File: src/rtl/accel_sample_sched_if.sv
// Shared accelerometer read port: one request at a time, axis-tagged,
// completed by a single-cycle ack that carries the data.
interface accel_sample_sched_if;
  logic        rd_req;
  logic        rd_axis;
  logic        rd_ack;
  logic [15:0] rd_data;

  modport master (output rd_req, rd_axis, input rd_ack, rd_data);
  modport slave  (input rd_req, rd_axis, output rd_ack, rd_data);
endinterface

File: src/rtl/accel_sample_sched.sv
// Sample sequencer: on each sample tick reads X then Y over the shared read
// port, commits both to the filters with one shift pulse, and applies filter
// mode changes only at commit while tracking history refill for valid.
module accel_sample_sched #(
  parameter int DIV     = 250000,
  parameter int TIMEOUT = 1024
) (
  input  logic                        clock,
  input  logic                        reset_n,
  input  logic                        enable,
  input  logic [1:0]                  filter_sel,
  input  logic                        clear_err,
  accel_sample_sched_if.master        rd,
  output logic [15:0]                 x_sample,
  output logic [15:0]                 y_sample,
  output logic                        shift_en,
  output logic [1:0]                  filter_mode,
  output logic                        valid,
  output logic                        timeout_err,
  output logic                        overrun_err
);
  localparam int CW = $clog2(DIV);
  localparam int TW = $clog2(TIMEOUT + 1);

  localparam logic [2:0] S_IDLE   = 3'd0;
  localparam logic [2:0] S_WAIT   = 3'd1;
  localparam logic [2:0] S_REQX   = 3'd2;
  localparam logic [2:0] S_REQY   = 3'd3;
  localparam logic [2:0] S_COMMIT = 3'd4;

  logic [2:0]    state;
  logic [CW-1:0] tick_cnt;
  logic [TW-1:0] to_cnt;
  logic [1:0]    sel_s1, sel_s2;
  logic [15:0]   x_hold, y_hold;
  logic [3:0]    flush_cnt;
  logic          fresh;
  logic          tick, acked, expired, rd_done, commit;

  // last history index for a mode: taps-1 (1, 2, 4, 16 taps)
  function automatic logic [3:0] tap_last(input logic [1:0] m);
    case (m)
      2'b00:   tap_last = 4'd0;
      2'b01:   tap_last = 4'd1;
      2'b10:   tap_last = 4'd3;
      default: tap_last = 4'd15;
    endcase
  endfunction

  assign tick    = enable && (tick_cnt == CW'(DIV - 1));
  // ack only counts against an outstanding request
  assign acked   = rd.rd_req && rd.rd_ack;
  assign expired = rd.rd_req && !rd.rd_ack && (to_cnt == TW'(TIMEOUT - 1));
  assign rd_done = acked || expired;
  assign commit  = (state == S_REQY) && rd_done;

  // sample-rate divider, parked at 0 while sampling is disabled
  always_ff @(posedge clock or negedge reset_n) begin
    if (!reset_n)                      tick_cnt <= '0;
    else if (!enable)                  tick_cnt <= '0;
    else if (tick_cnt == CW'(DIV - 1)) tick_cnt <= '0;
    else                               tick_cnt <= tick_cnt + 1'b1;
  end

  // two-flop synchroniser for the switch inputs
  always_ff @(posedge clock or negedge reset_n) begin
    if (!reset_n) begin
      sel_s1 <= 2'b00;
      sel_s2 <= 2'b00;
    end else begin
      sel_s1 <= filter_sel;
      sel_s2 <= sel_s1;
    end
  end

  // sequencer and read handshake; X request issues with the tick, Y request
  // one cycle after REQ_Y entry so rd_req visibly drops between axes
  always_ff @(posedge clock or negedge reset_n) begin
    if (!reset_n) begin
      state   <= S_IDLE;
      rd.rd_req  <= 1'b0;
      rd.rd_axis <= 1'b0;
      to_cnt  <= '0;
      x_hold  <= '0;
      y_hold  <= '0;
    end else begin
      case (state)
        S_IDLE: if (enable) state <= S_WAIT;
        S_WAIT: begin
          if (!enable) state <= S_IDLE;
          else if (tick) begin
            state      <= S_REQX;
            rd.rd_req  <= 1'b1;
            rd.rd_axis <= 1'b0;
            to_cnt     <= '0;
          end
        end
        S_REQX: begin
          if (rd_done) begin
            rd.rd_req <= 1'b0;
            to_cnt    <= '0;
            state     <= S_REQY;
            if (acked) x_hold <= rd.rd_data;
          end else if (rd.rd_req) to_cnt <= to_cnt + 1'b1;
        end
        S_REQY: begin
          if (!rd.rd_req) begin
            rd.rd_req  <= 1'b1;
            rd.rd_axis <= 1'b1;
          end else if (rd_done) begin
            rd.rd_req <= 1'b0;
            state     <= S_COMMIT;
            if (acked) y_hold <= rd.rd_data;
          end else to_cnt <= to_cnt + 1'b1;
        end
        S_COMMIT: state <= enable ? S_WAIT : S_IDLE;
        default:  state <= S_IDLE;
      endcase
    end
  end

  // commit: samples, mode and refill tracking all change together with shift_en
  always_ff @(posedge clock or negedge reset_n) begin
    if (!reset_n) begin
      shift_en    <= 1'b0;
      x_sample    <= '0;
      y_sample    <= '0;
      filter_mode <= 2'b00;
      flush_cnt   <= 4'd15;
      fresh       <= 1'b1;
      valid       <= 1'b0;
    end else begin
      shift_en <= commit;
      if (commit) begin
        x_sample    <= x_hold;
        y_sample    <= acked ? rd.rd_data : y_hold;
        filter_mode <= sel_s2;
        if (fresh) begin
          // empty history after reset: this commit is only the first of 16
          fresh     <= 1'b0;
          flush_cnt <= 4'd15;
          valid     <= 1'b0;
        end else if (sel_s2 != filter_mode) begin
          flush_cnt <= tap_last(sel_s2);
          valid     <= (sel_s2 == 2'b00);
        end else if (flush_cnt != 4'd0) begin
          flush_cnt <= flush_cnt - 1'b1;
          valid     <= (flush_cnt == 4'd1);
        end else begin
          valid     <= 1'b1;
        end
      end
    end
  end

  // sticky error flags; a new event outranks a simultaneous clear
  always_ff @(posedge clock or negedge reset_n) begin
    if (!reset_n) begin
      timeout_err <= 1'b0;
      overrun_err <= 1'b0;
    end else begin
      if (expired)        timeout_err <= 1'b1;
      else if (clear_err) timeout_err <= 1'b0;
      if (tick && state != S_WAIT) overrun_err <= 1'b1;
      else if (clear_err)          overrun_err <= 1'b0;
    end
  end
endmodule

File: src/flat_wrapper.sv
// flat-port wrapper written by rule: the top's interface ports become plain ports
module accel_sample_sched_flat 
#(
  parameter int DIV     = 250000,
  parameter int TIMEOUT = 1024
)
  (clock, reset_n, enable, filter_sel, clear_err, x_sample, y_sample, shift_en, filter_mode, valid, timeout_err, overrun_err, rd_rd_req, rd_rd_axis, rd_rd_ack, rd_rd_data);
  accel_sample_sched_if rd_i ();
  input  logic clock;
  input  logic reset_n;
  input  logic enable;
  input  logic [1:0] filter_sel;
  input  logic clear_err;
  output logic [15:0] x_sample;
  output logic [15:0] y_sample;
  output logic shift_en;
  output logic [1:0] filter_mode;
  output logic valid;
  output logic timeout_err;
  output logic overrun_err;
  output wire logic [$bits(rd_i.rd_req)-1:0] rd_rd_req;
  output wire logic [$bits(rd_i.rd_axis)-1:0] rd_rd_axis;
  input wire logic [$bits(rd_i.rd_ack)-1:0] rd_rd_ack;
  input wire logic [$bits(rd_i.rd_data)-1:0] rd_rd_data;
  assign rd_rd_req = rd_i.rd_req;
  assign rd_rd_axis = rd_i.rd_axis;
  assign rd_i.rd_ack = rd_rd_ack;
  assign rd_i.rd_data = rd_rd_data;
  accel_sample_sched #(.DIV(DIV), .TIMEOUT(TIMEOUT)) u_core (.clock(clock), .reset_n(reset_n), .enable(enable), .filter_sel(filter_sel), .clear_err(clear_err), .rd(rd_i), .x_sample(x_sample), .y_sample(y_sample), .shift_en(shift_en), .filter_mode(filter_mode), .valid(valid), .timeout_err(timeout_err), .overrun_err(overrun_err));
endmodule
File: config.mk
export PLATFORM = sky130hd
export DESIGN_NAME = accel_sample_sched_flat
export DESIGN_NICKNAME = d
export VERILOG_FILES = /design/src/rtl/accel_sample_sched_if.sv /design/src/rtl/accel_sample_sched.sv /design/src/flat_wrapper.sv
export SDC_FILE = /design/constraint.sdc
export NUM_CORES = 1
export LEC_CHECK = 0
export BUFFER_PORTS_ARGS = -buffer_cell sky130_fd_sc_hd__buf_2
export CELL_PAD_IN_SITES_DETAIL_PLACEMENT = 0
export CELL_PAD_IN_SITES_GLOBAL_PLACEMENT = 1
export CORE_MARGIN = 2
export CORE_UTILIZATION = 49
export CTS_CLUSTER_DIAMETER = 150
export DETAILED_ROUTE_END_ITERATION = 6
export PLACE_DENSITY_LB_ADDON = 0.1
export RECOVER_POWER = 25
export SLEW_MARGIN = 40
export SYNTH_ARGS = -nofsm -noshare
export SYNTH_HDL_FRONTEND = slang
export SYNTH_SLANG_ARGS = --single-unit
File: constraint.sdc
create_clock -name clock -period 6 [get_ports clock]
set_input_delay 0.6 -clock clock [delete_from_list [all_inputs] [get_ports clock]]
set_output_delay 0.6 -clock clock [all_outputs]
set_load 0.05 [all_outputs]
==> reports/qor.csv, run 1 <==
metric;value;unit
minimum hold slack;0.180;ns
initial antenna violation count;0;
final hold violation count;0;
Worst Setup End Kind;asynchronous set/reset pin;
number of pins exceeding their max-slew limit in the final report;56;
NetSw;0.392;mW
maximum clock frequency;0.363;GHz
number of detailed-routing iterations run before antenna repair;4;
FF-to-FF setup slack;3.27;ns
cell chain of the critical path;clkbuf_1;
sum of negative setup slack;0;ns
wire length of the first global-routing pass;18.4;mm
worst min path class;in2reg;
Worst path top cell family by delay;buffers and inverters;
per-cell routed wire length;15.7;um
leakage component of the power;3.04;nW
design internal power;1.54;mW
Slew headroom;-1.00;
Post-Place Worst Slack;3.24;ns
post-layout instance area;6160;um^2
ys async rst share;1.00;
clk_lat worst skew;0.52;ns
hold worst-path end;u_core.sel_s1[0];
highest fanout seen on the critical path;55;
slowest stage cell on the critical path;sky130_fd_sc_hd__clkbuf_1;
number of I/O port buffers;62;
number of nets with antenna violations after detailed routing;0;
cts repair resizes;0;
outcome;finished, violations left;
die span in y;106;um
share of power burned in combinational logic;0.026;
Clock Skew;0.00789;ns
Cell Area, Placed;5500;um^2
CTS tree;built;
dominant register cell in the synthesized netlist;sky130_fd_sc_hd__dfrtp_1;
via count of the first global-routing pass;3690;
Area growth syn-to-layout;21.2;%
synthesized net count;494;
crit path kind;in2async;
count of boundary I/O pins;63;
weighted congestion reported at the end of routability-driven placement;0.771;
power density normalized to cell area;313;nW/um^2
CTS hold repair buffers;0;
leading cell type in the layout, fill and taps excluded;sky130_fd_sc_hd__dfrtp_1;
Avg Cell Area, Syn;10.9;um^2
setup bufs post-CTS;0;
RSZ-0062 raised after global routing;false;
Buffers & Inverters on Critical Path;1;
Worst R2R Path Depth;8;
worst setup margin;3.24;ns
violation count after the first detailed-routing iteration;196;
distinct cell type count of the synthesized netlist;56;
number of design rule violations left after detail routing;0;
clock tree root driver cell;sky130_fd_sc_hd__clkbuf_8;
number of vias after detailed routing;3645;
overall routing resource usage;0.212;
x dimension of the die;106;um
share of post-route cells with drive strength above 1;0.280;
startpoint kind of the worst setup timing path;input port;
count of inserted antenna diode cells;0;
DR vias/cell;5.34;
FF-to-FF End;u_core.filter_mode[1];
number of flops mapped to enable cells by yosys;0;
row count;37;
clock transition at the registers of the reported paths;0.06;ns
relative contribution of the clock network to total power;0.574;
violated checks;capacitance limit, slew limit;
final number of setup-violating endpoints;0;
die area;11200;um^2
yosys warns;0;
Crit Reg-Reg Startpoint;u_core.to_cnt[0];
final total power;1.93;mW
sequential element share of the synthesized area;0.558;
shortest clock period the worst path allows after layout;2.76;ns
leading cell types in the layout, fill and taps excluded;108 x sky130_fd_sc_hd__dfrtp_1, 88 x sky130_fd_sc_hd__nand2_1, 61 x sky130_fd_sc_hd__buf_2;
final global-route overflow total;0;
Critical Path Max Stage Delay;2.09;ns
detailed placement HPWL;7.13;mm
initial cell density of the core;0.499;
maximum level of the CTS H-tree;4;
post-route fraction of the period consumed by the critical path;0.460;
switching share of power;0.203;
startpoint of the worst setup timing path;reset_n;
TritonCTS buffer count;17;
synthesized instance count;466;
maximum number of pins on one net before global-route repair;60;
DRT Wirelength;10.7;mm
CP Data Required Time;5.97;ns
number of max-cap violations;1;
data arrival time of the worst path;2.72;ns
min-delay src;filter_sel[0];
slew at the pin closest to its max-slew limit;3.01;ns
synthesized flop and latch total;113;
buffer levels on the longest clock path;2;
CTS sink count;113;
Final #Nets;561;
Max rail drop VDD;260;uV
number of cells on the worst hold path;1;
core outline area;10200;um^2
fraction of power consumed by sequential logic;0.400;
synthesized area;5080;um^2
## cell usage after synthesis, drive strengths merged, types with 7 or more instances
master	instances	area, um^2
nand3	17	90.1
mux2i	18	180
a21oi	7	35.0
xor2	8	70.1
mux2	33	372
nand2	89	334
o21ai	23	119
inv	15	56.3
xnor2	9	78.8
buf	14	85.1
nor3	8	50.1
nor2	37	139
o22ai	7	43.8
dfrtp	108	2700
## power by group through the flow
stage	Clock [mW]	Combinational, mW	Sequential [mW]
6_report	1.11	0.0507	0.771
5_1_grt	1.17	0.0581	0.771
4_1_cts	1.13	0.0524	0.771
3_5_place_dp	0	0.0523	0.784
3_3_place_gp	0	0.0517	0.784
2_1_floorplan	0	0.0219	0.782
## cell type report
cell class,count,area (um^2)
Clock buffer,21,459
Clock inverter,11,200
Fill cell,876,4030
Inverter,15,56.3
Multi-Input combinational cell,319,2090
Sequential cell,113,2830
Tap cell,136,170
Timing Repair Buffer,67,350
## worst max path at each step
| stage | depth (start not counted) | to | slack (ns) |
|---|---|---|---|
| 6_report | 1 | u_core.valid | 3.24 |
| 5_1_grt | 1 | u_core.filter_mode[1] | 2.58 |
| 4_1_cts | 8 | u_core.filter_mode[1] | 3.21 |
| 3_5_place_dp | 8 | u_core.x_sample[11] | 3.24 |
| 3_3_place_gp | 6 | u_core.to_cnt[1] | 3.30 |
| 2_1_floorplan | 5 | u_core.y_hold[10] | 3.85 |
## through the flow
step	util	std cells
5_1_grt	0.605	682
6_report	0.605	682
2_1_floorplan	-	466
4_1_cts	0.605	682
3_3_place_gp	0.540	650
3_5_place_dp	0.540	650
## sequential cells by signal (all words and copies together) (netlist names)
register	flops
u_core.timeout_err	1
u_core.valid	1
u_core.sel_s1	2
u_core.fresh	1
u_core.filter_mode	2
u_core.y_hold	16
u_core.x_sample	16
u_core.x_hold	16
u_core.shift_en	1
u_core.tick_cnt	18
u_core.rd.rd_req	1
u_core.sel_s2	2
u_core.flush_cnt	4
u_core.rd.rd_axis	1
u_core.y_sample	16
u_core.state	3
u_core.overrun_err	1
u_core.to_cnt	11
## routing by layer
metal,up-vias,part of all wire,global-route usage
met5,-,0,0
met4,0,0.011,0.0780
met3,14,0.052,0.0668
met2,73,0.46,0.320
met1,1805,0.48,0.288
li1,1753,-,-
## kinds of logic after synthesis
group	after synthesis	synth area share
and+or+nand+nor	178	0.166
xor gates and xnor gates	17	0.0293
adders and majority gates	5	0.0123
muxes	51	0.109
AOI/OAI and AO/OA	68	0.0943
DFF	113	0.558
buffers and inverters	34	0.0315
No activity file was read; power rests on OpenSTA's default activity.
==> run 2, diff against run 1 <==
--- a/config.mk
+++ b/config.mk
@@ -5,11 +5,12 @@
 export SDC_FILE = /design/constraint.sdc
 export NUM_CORES = 1
 export LEC_CHECK = 0
+export ABC_AREA = 1
 export BUFFER_PORTS_ARGS = -buffer_cell sky130_fd_sc_hd__buf_2
 export CELL_PAD_IN_SITES_DETAIL_PLACEMENT = 0
 export CELL_PAD_IN_SITES_GLOBAL_PLACEMENT = 1
 export CORE_MARGIN = 2
-export CORE_UTILIZATION = 49
+export CORE_UTILIZATION = 39
 export CTS_CLUSTER_DIAMETER = 150
 export DETAILED_ROUTE_END_ITERATION = 6
 export PLACE_DENSITY_LB_ADDON = 0.1
==> constraint.sdc (replaced) <==
create_clock -name clock -period 2.5 [get_ports clock]
set_input_delay 0.25 -clock clock [delete_from_list [all_inputs] [get_ports clock]]
set_output_delay 0.25 -clock clock [all_outputs]
set_load 0.05 [all_outputs]
==> run 2 against run 1 <==
  * First-iteration DRC count increased by 34%
  * Via count increased by 15%
  * Combinational power rose to 57 times the previous value
  * Wire length grew 9.1%
  * Non-clock buffer count grew 6
  * Global-route usage decreased by 3.7 points
  * Total power rose to 4.2 times the previous value
  * The flow now finishes without violations
  * Sequential cell count is the same
  * Critical path type is now reg2reg
==> reports/qor.csv, run 2 <==
metric;value;unit
outcome;completed;
row count;42;
clk_lat worst skew;0.40;ns
TritonCTS buffer count;17;
number of detailed-routing iterations run before antenna repair;4;
Worst R2R Path Depth;9;
multiplexer area fraction after synthesis;0;
XOR/XNOR share of the synthesized area;0.0200;
die area;14400;um^2
sequential cell area in the final layout;2830;um^2
Adder-Cell Fraction of Synth Area;0.0119;
maximum number of pins on one net before global-route repair;48;
leading cell types in the layout, fill and taps excluded;251 x sky130_fd_sc_hd__nand2_1, 108 x sky130_fd_sc_hd__dfrtp_1, 61 x sky130_fd_sc_hd__buf_2;
Slew headroom;0.224;
setup bufs post-CTS;0;
maximum level of the CTS H-tree;4;
final hold violation count;0;
highest fanout seen on the critical path;13;
via count of the first global-routing pass;4180;
final number of setup-violating endpoints;0;
CTS sink count;113;
initial cell density of the core;0.397;
per-cell routed wire length;12.9;um
post-route fraction of the period consumed by the critical path;0.797;
count of inserted antenna diode cells;0;
wire length of the first global-routing pass;20.0;mm
dominant register cell in the synthesized netlist;sky130_fd_sc_hd__dfrtp_1;
core outline area;13200;um^2
CTS tree;built;
fraction of the mapped netlist area in simple logic gates;0.285;
maximum clock frequency;0.502;GHz
Max rail drop VDD;612;uV
Final #Nets;746;
most repeated cell in the gate-level netlist after synthesis;sky130_fd_sc_hd__nand2_1;
flip-flop count of the largest register, all copies and words added;18;
post-synth top area cell;sky130_fd_sc_hd__dfrtp_1;
DRT Wirelength;11.7;mm
overall routing resource usage;0.175;
CTS hold repair buffers;3;
buffer levels on the longest clock path;2;
number of flops mapped to enable cells by yosys;0;
synthesized flop and latch total;113;
detailed placement HPWL;7.87;mm
sequential element share of the synthesized area;0.541;
synthesized area;5240;um^2
Avg Cell Area, Syn;8.12;um^2
post-synthesis compound-gate area fraction;0.0706;
number of design rule violations left after detail routing;0;
ys async rst share;1.00;
synthesized instance count;646;
number of max-cap violations;0;
number of I/O port buffers;62;
Filler cells;1321;
number of nets with antenna violations after detailed routing;0;
x dimension of the die;120;um
worst min path class;in2reg;
initial antenna violation count;0;
clock tree root driver cell;sky130_fd_sc_hd__clkbuf_16;
power density normalized to cell area;1290;nW/um^2
number of cells on the worst hold path;2;
weighted congestion reported at the end of routability-driven placement;0.810;
number of pins exceeding their max-slew limit in the final report;0;
RSZ-0062 raised after global routing;false;
data arrival time of the worst path;2.31;ns
DR vias/cell;4.61;
main combinational cell family by area after synthesis;simple AND/OR/NAND/NOR gates;
yosys warns;0;
sum of negative setup slack;0;ns
main area contributors after synthesis;sky130_fd_sc_hd__dfrtp_1 52%, sky130_fd_sc_hd__nand2_1 18%, sky130_fd_sc_hd__inv_1 4.2%;
shortest clock period the worst path allows after layout;1.99;ns
most used standard cells in the synthesized netlist;251 x sky130_fd_sc_hd__nand2_1, 108 x sky130_fd_sc_hd__dfrtp_1, 58 x sky130_fd_sc_hd__inv_1;
clock transition at the registers of the reported paths;0.05;ns
most flop-heavy register;u_core.tick_cnt;
die span in y;120;um
synthesized net count;674;
number of vias after detailed routing;4183;
share of post-route cells with drive strength above 1;0.178;
distinct cell type count of the synthesized netlist;34;
final global-route overflow total;0;
core utilization of the finished layout;0.480;
proportion of netlist area held by the largest area contributor;0.516;
count of boundary I/O pins;63;
leading cell type in the layout, fill and taps excluded;sky130_fd_sc_hd__nand2_1;
slew at the pin closest to its max-slew limit;1.16;ns
CP Data Required Time;2.81;ns
final total power;8.16;mW
crit path kind;reg2reg;
Clock Skew;0.0159;ns
leakage component of the power;3.37;nW
violation count after the first detailed-routing iteration;262;
startpoint kind of the worst setup timing path;flip-flop;
area used by multi-input combinational logic;2030;um^2
Worst Setup End Kind;flip-flop;
Area growth syn-to-layout;20.9;%
cts repair resizes;0;
run 2: cell type report:
type	instances	share of cell area
Clock buffer	23	0.0786
Inverter	65	0.0393
Timing Repair Buffer	73	0.0628
Clock inverter	9	0.0164
Sequential cell	113	0.447
Multi-Input combinational cell	448	0.321
Tap cell	176	0.0347
run 2: worst paths after layout:
| path | start | end | slack, ns |
|---|---|---|---|
| max in group asynchronous | reset_n | u_core.overrun_err | 0.55 |
| min in group asynchronous | reset_n | u_core.x_sample[9] | 0.61 |
| worst max register to register | u_core.to_cnt[0] | u_core.state[1] | 0.51 |
| worst min register to register | u_core.sel_s1[0] | u_core.sel_s2[0] | 0.35 |
| worst min-delay path | clear_err | u_core.overrun_err | 0.07 |
| worst max-delay path | u_core.to_cnt[0] | u_core.state[1] | 0.51 |
run 2: through the flow:
step	instances	worst slack [ns]	instance area (um^2)	hold WS (ns)
detailed placement	872	0.475	5720	0.313
global placement	872	0.528	5720	0.314
CTS	907	0.475	6350	0.0363
finish	907	0.507	6340	0.0656
floorplan	646	0.845	5240	-0.0456
global route	907	0.180	6340	0.0533
run 2: layer usage:
metal | share of wire | wire, um | global-route usage | up-vias
met1 | 0.49 | 5720 | 0.230 | 1968
li1 | - | - | - | 2156
met3 | 0.031 | 361 | 0.0499 | 2
met2 | 0.47 | 5530 | 0.275 | 57
met4 | 0.0044 | 51 | 0.0618 | 0
met5 | 0 | 0 | 0 | -
run 2: cells by family after synthesis:
| kind of cell | after synthesis |
|---|---|
| AO/OA/AOI/OAI | 71 |
| XOR/XNOR | 12 |
| adder cells (fa/ha/maj) | 5 |
| buffers and inverters | 85 |
| flip-flops | 113 |
| AND/OR/NAND/NOR | 360 |
run 2: power breakdown:
| part | internal [mW] | switching (mW) | total (mW) |
|---|---|---|---|
| clock | 1.59 | 0.826 | 2.42 |
| combinational | 0.732 | 2.17 | 2.91 |
| sequential | 2.47 | 0.362 | 2.84 |
| total | 4.80 | 3.36 | 8.16 |
run 2: critical path, cell delays in order, from the launching register on:
cell                      delay [ns]
sky130_fd_sc_hd__dfrtp_1        0.42
sky130_fd_sc_hd__ha_1           0.23
sky130_fd_sc_hd__nand3_2        0.14
sky130_fd_sc_hd__nor2_2         0.14
sky130_fd_sc_hd__nand2_2        0.08
sky130_fd_sc_hd__nand3_1        0.41
sky130_fd_sc_hd__nand2_1        0.10
sky130_fd_sc_hd__nor2_1         0.21
sky130_fd_sc_hd__o21ai_0        0.12
sky130_fd_sc_hd__nand2_1        0.07
